## src/rtl/path_stack.sv

```systemverilog
// path_stack: LIFO of maze-cell locations for the solver's traversal path,
// plus a replay engine that streams the stored path bottom-to-top
// (start cell first) over a valid/ready port.
//
// Ports
//   clk, rst           clock, async active-low reset
//   push, pop, clr     stack strobes from the solver controller
//   dIn                location to push
//   top                current top entry (0 when empty)
//   empStck, full      depth == 0 / depth == 2^AW
//   ovf                sticky: push while full or pop while empty
//   rpStart            start replay (honoured only in IDLE)
//   rpValid/rpReady    replay handshake, rpData carries the location
//   rpDone             one-cycle pulse when a replay finishes
//   busy               replay in progress; stack strobes are ignored
module path_stack #(
  parameter int DW = 8,
  parameter int AW = 8
) (
  input  logic          clk,
  input  logic          rst,
  input  logic          push,
  input  logic          pop,
  input  logic          clr,
  input  logic [DW-1:0] dIn,
  output logic [DW-1:0] top,
  output logic          empStck,
  output logic          full,
  output logic          ovf,
  input  logic          rpStart,
  output logic          rpValid,
  input  logic          rpReady,
  output logic [DW-1:0] rpData,
  output logic          rpDone,
  output logic          busy
);

  localparam int DEPTH = 1 << AW;
  localparam logic [AW:0] SP_FULL = (AW+1)'(DEPTH);

  typedef enum logic [1:0] {IDLE, RUN, FIN} rpState_t;

  logic [DW-1:0] mem [DEPTH];
  logic [AW:0]   sp, spNxt, spM1;
  logic          ovfNxt;
  logic          wrEn;
  logic [AW-1:0] wrAddr;

  rpState_t      state, stNxt;
  logic [AW-1:0] idx, idxNxt, idxInc;
  logic          rpValidNxt;
  logic [DW-1:0] rpDataNxt;
  logic          lastIdx;

  // sp is AW+1 bits so depth 2^AW is representable; spM1 indexes the top.
  assign spM1    = sp - (AW+1)'(1);
  assign empStck = (sp == '0);
  assign full    = (sp == SP_FULL);
  assign top     = empStck ? '0 : mem[spM1[AW-1:0]];

  assign busy    = (state != IDLE);
  assign rpDone  = (state == FIN);

  // ---------------- stack operation ----------------
  always_comb begin
    spNxt  = sp;
    ovfNxt = ovf;
    wrEn   = 1'b0;
    wrAddr = sp[AW-1:0];
    if (!busy) begin
      if (clr) begin
        spNxt = '0;
      end else if (push && pop && !empStck) begin
        // replace top in place
        wrEn   = 1'b1;
        wrAddr = spM1[AW-1:0];
      end else if (push) begin
        // also covers push+pop on an empty stack
        if (!full) begin
          wrEn  = 1'b1;
          spNxt = sp + (AW+1)'(1);
        end else begin
          ovfNxt = 1'b1;
        end
      end else if (pop) begin
        if (!empStck) spNxt = spM1;
        else          ovfNxt = 1'b1;
      end
    end
  end

  // Storage is deliberately not reset.
  always_ff @(posedge clk) begin
    if (wrEn) mem[wrAddr] <= dIn;
  end

  always_ff @(posedge clk or negedge rst) begin
    if (!rst) begin
      sp  <= '0;
      ovf <= 1'b0;
    end else begin
      sp  <= spNxt;
      ovf <= ovfNxt;
    end
  end

  // ---------------- replay FSM ----------------
  // idx never wraps: at full depth the last index is 2^AW-1 and the
  // handshake on it leaves RUN before idxInc is used.
  assign idxInc  = idx + AW'(1);
  assign lastIdx = ({1'b0, idx} == spM1);

  always_comb begin
    stNxt      = state;
    idxNxt     = idx;
    rpValidNxt = rpValid;
    rpDataNxt  = rpData;
    case (state)
      IDLE: begin
        if (rpStart) begin
          if (!empStck) begin
            stNxt      = RUN;
            idxNxt     = '0;
            rpDataNxt  = mem[0];
            rpValidNxt = 1'b1;
          end else begin
            stNxt = FIN;
          end
        end
      end
      RUN: begin
        if (rpValid && rpReady) begin
          if (lastIdx) begin
            rpValidNxt = 1'b0;
            stNxt      = FIN;
          end else begin
            idxNxt    = idxInc;
            rpDataNxt = mem[idxInc];
          end
        end
      end
      FIN:     stNxt = IDLE;
      default: stNxt = IDLE;
    endcase
  end

  always_ff @(posedge clk or negedge rst) begin
    if (!rst) begin
      state   <= IDLE;
      idx     <= '0;
      rpValid <= 1'b0;
      rpData  <= '0;
    end else begin
      state   <= stNxt;
      idx     <= idxNxt;
      rpValid <= rpValidNxt;
      rpData  <= rpDataNxt;
    end
  end

endmodule
```

## config.mk

```make
export PLATFORM = sky130hd
export DESIGN_NAME = path_stack
export DESIGN_NICKNAME = d
export VERILOG_FILES = /design/src/rtl/path_stack.sv
export SDC_FILE = /design/constraint.sdc
export NUM_CORES = 2
export LEC_CHECK = 0
export ABC_CLOCK_PERIOD_IN_PS = 9600
export CAP_MARGIN = 20
export CORE_UTILIZATION = 25
export DETAILED_ROUTE_END_ITERATION = 6
export PLACE_DENSITY = 0.42
export REMOVE_ABC_BUFFERS = 1
export SLEW_MARGIN = 5
export SYNTH_ARGS = -nofsm -noshare
export SYNTH_HDL_FRONTEND = slang
export SYNTH_SLANG_ARGS = --single-unit
```

## constraint.sdc

```tcl
create_clock -name clk -period 9.6 [get_ports clk]
set_input_delay 1.92 -clock clk [delete_from_list [all_inputs] [get_ports clk]]
set_output_delay 1.92 -clock clk [all_outputs]
set_load 0.01 [all_outputs]
```

==> impl_results.md <==
- First-pass GRT wire length: 491000 microns
- Synthesized instance count: 5277
- Slowest cell on the critical path: ha_4
- Clock latency on the worst-skew pair: 0.94 ns
- Routed length per instance: 33.1 microns
- Buf/Inv on CP: 3
- Non-filler cells, final: 10800
- Initial antenna violation count: 13
- Critical path depth: 9
- Arr. time, crit path: 6.53 ns
- Via count: 57200
- Initial core utilization: 0.251
- Outcome: complete, but fails checks
- I/O Buffers: 36
- Synth async-reset ratio: 0.0140
- Final WL: 357000 microns
- CTS Buffer Depth: 4
- Failing checks: design-rule violations
- Yosys top cell by area: edfxtp_1
- Slew Limit Fails: 0
- Largest net degree at the start of global routing: 189
- # H-tree levels: 4
- Post-CTS sizing: 0
- Synth Flop Type: edfxtp_1
- Setup_tns: 0 ns
- Sequential fraction of the synthesis area: 0.636
- Clk slew on worst S/H paths: 0.06 ns
- Final hold violation count: 0
- Least-Margin Pin Slew: 1.36 ns
- Synth top area share: 0.628
- Area Growth Syn to Fin: 15.8%
- IO Pins: 37
- Sw Share: 0.408
- Setup bufs post-CTS: 0
- CTS Root Cell: clkbuf_16
- Critical Path Source Type: flip-flop
- Sequential fraction of design power: 0.265
- R2r startpoint: idx[0]
- Critical setup path kind: flip-flop to output pin
- Row cnt: 229
- Die Width: 628 microns
- CP max stage delay: 0.90 ns
- Initial drt markers: 7048
- Critical path capture point: top[1]
- Delay-heaviest family, CP: compound AO/OA/AOI/OAI gates
- Pleak: 33.9 nW
- Yosys cell types: 73
- Hold_sp: state[1]
- RSZ-0062 raised after global routing: no
- Max IR drop VDD: 0.300 mV
- Post-synth EDFFs: 2048
- Worst-path fanout max: 35
- Grt total ovfl: 0
- Number of detailed-route iterations in the first pass: 7
- Die height: 628 microns
- RR Endpoint: rpData[4]
- Relative slew slack: 0.0944
- Setup crit start: sp[0]
- Power per Cell Area: 342 mW/mm^2
- Fin crit share: 0.880
- Syn Area/Cell: 18.6 sq um
- Remaining antenna violation count: 0
- Minimum setup slack among reg-to-reg paths: 3.65 ns
- Net Switching: 15.8 mW
- Total core area: 0.389 sq mm
- Nets: 5415
- Max-cap violations: 0
- CP required: 7.68 ns
- Clk sinks: 2077
- Share of cells above drive strength 1: 0.316
- CP dominant cell by count: mux4_2
- DR vias/cell: 5.30
- CTS Hold Buffers Added: 0
- Clock Skew: 0.0480 ns
- TritonCTS clock tree: built
- Final RePlAce weighted congestion: 0.844
- # DRC: 3
- Worst R2R Path Depth: 11
- Placed cells: 10300
- Post-Syn Area: 0.0979 sq mm
- Hold Path Class: flip-flop to flip-flop
- CP Cell Sequence: inv_1 -> ha_4 -> buf_12 -> mux4_2 -> mux4_2 -> o2111ai_1 -> nand4_1 -> a221o_1 -> clkdlybuf4s50_1
- Internal power: 22.9 mW
- Max Clk Rate: 0.118 GHz
- Critical Path Sink Type: output pin
- Yosys reg bits: 2077
- Final setup viols: 0
- Combinational power share: 0.500
- Total CTS buffers: 240
- Clock share of power: 0.234
- Tmin final: 8.45 ns
- Die area: 0.394 sq mm
- GRT Util Overall: 0.178
- Fillcell total: 38100
- Ys Warns: 0
- Number of global-route vias before repair: 57400
- Largest cells by area after synthesis: edfxtp_1 63%, mux4_2 25%, nand2_1 1.9%
- DP HPWL: 230000 microns
==> stage by stage <==
stage,util,total power [mW],cell area (sq um),hold slack [ns],setup WS [ns]
final,0.291,38.7,113000,0.612,1.15
after global placement,0.271,30.0,105000,0.586,1.98
after detailed placement,0.271,29.9,106000,0.592,2.04
after CTS,0.291,39.0,113000,0.602,1.05
after floorplan,-,24.3,96200,0.497,-26.60
after global routing,0.291,40.0,113000,0.654,0.934
==> flip-flops by register name, summed over array words and instances, names as in the netlist <==
| name | cells |
|---|---|
| ovf | 1 |
| rpData | 8 |
| idx | 8 |
| rpValid | 1 |
| state | 2 |
| mem | 2048 |
| sp | 9 |
==> cell type report <==
| class | count | area, sq um | share of cell area |
|---|---|---|---|
| flip-flops and latches | 2077 | 62200 | 0.549 |
| multi-input cells | 2761 | 34100 | 0.301 |
| well taps | 5197 | 6500 | 0.0574 |
| clock buffers | 287 | 6230 | 0.0550 |
| repair buffers | 295 | 2750 | 0.0242 |
| clock inverters | 153 | 1460 | 0.0128 |
| inverters | 22 | 82.6 | 0.000728 |
| diodes | 1 | 2.50 | 0.0000221 |
==> worst register-to-register path, cell delays in order (launching register included) <==
cell	delay (ns)
dfrtp_4	0.99
buf_4	0.68
nand3_1	0.46
mux2i_1	0.26
a21oi_4	0.57
buf_4	0.43
a21oi_1	0.21
nor4_1	0.84
o22ai_1	0.45
a2111oi_0	0.59
buf_4	0.22
a21oi_1	0.09
==> metal layers <==
metal | track usage | vias to the layer above | wire (microns)
met5 | 0 | - | 13
met2 | 0.281 | 2527 | 166000
met3 | 0.0316 | 459 | 24700
li1 | - | 22500 | -
met1 | 0.248 | 31700 | 154000
met4 | 0.0534 | 2 | 12100
==> cells by family after synthesis <==
family / after synthesis / synth area share
DFF: 2077 / 0.636
muxes: 1264 / 0.268
and+or+nand+nor: 1053 / 0.0457
buffers and inverters: 439 / 0.0186
AOI/OAI and AO/OA: 414 / 0.0290
xor gates and xnor gates: 27 / 0.00268
adders and majority gates: 3 / 0.000383
==> cells in the mapped netlist (all sizes together) (10+ instances only) <==
library cell	count
o2111ai	15
a21oi	96
nand2b	10
nor2	298
clkbuf	207
o21ai	51
a31oi	25
a22oi	46
inv	22
nand2	508
nand4	21
mux2i	176
o22ai	50
xnor2	20
edfxtp	2048
mux4	1085
nor4	21
dfrtp	29
nand3	120
nor3	24
a221oi	28
a32oi	26
o211ai	16
buf	210
==> worst min path at each step <==
stage | endpoint | slack, ns | cells past startpoint
4_1_cts | state[0] | 0.60 | 1
2_1_floorplan | ovf | 0.50 | 2
6_report | state[0] | 0.61 | 1
5_1_grt | state[0] | 0.65 | 1
3_5_place_dp | state[0] | 0.59 | 1
3_3_place_gp | state[0] | 0.59 | 1
==> power by group through the flow <==
stage / Clock [mW] / Sequential [mW] / Combinational [mW]
finish: 9.08 / 10.3 / 19.4
global route: 9.59 / 10.3 / 20.1
floorplan: 0 / 10.8 / 13.5
global placement: 0 / 10.5 / 19.6
CTS: 9.26 / 10.3 / 19.5
detailed placement: 0 / 10.5 / 19.4
==> placed cells by master (no fill, tap or decap), types with 20 or more instances in the layout <==
| cell | Yosys | final |
|---|---|---|
| edfxtp_1 | 2048 | 2048 |
| o21ai_0 | 46 | 46 |
| buf_12 | 0 | 27 |
| dfrtp_1 | 29 | 27 |
| o22ai_1 | 50 | 47 |
| clkbuf_16 | 0 | 241 |
| clkdlybuf4s50_1 | 0 | 27 |
| clkinv_1 | 0 | 53 |
| clkbuf_1 | 207 | 43 |
| nand2_1 | 508 | 491 |
| bufinv_16 | 0 | 22 |
| nor3_1 | 22 | 21 |
| nand4_1 | 21 | 21 |
| clkinv_2 | 0 | 45 |
| a22oi_1 | 46 | 46 |
| nor4_1 | 20 | 20 |
| a32oi_1 | 26 | 26 |
| a221oi_1 | 22 | 22 |
| nor2_1 | 298 | 286 |
| buf_4 | 3 | 219 |
| mux4_2 | 1085 | 1085 |
| a31oi_1 | 25 | 25 |
| nand3_1 | 120 | 119 |
| a21oi_1 | 96 | 95 |
| mux2i_1 | 176 | 175 |
| inv_1 | 22 | 22 |
(Power assumes the default switching activity.)
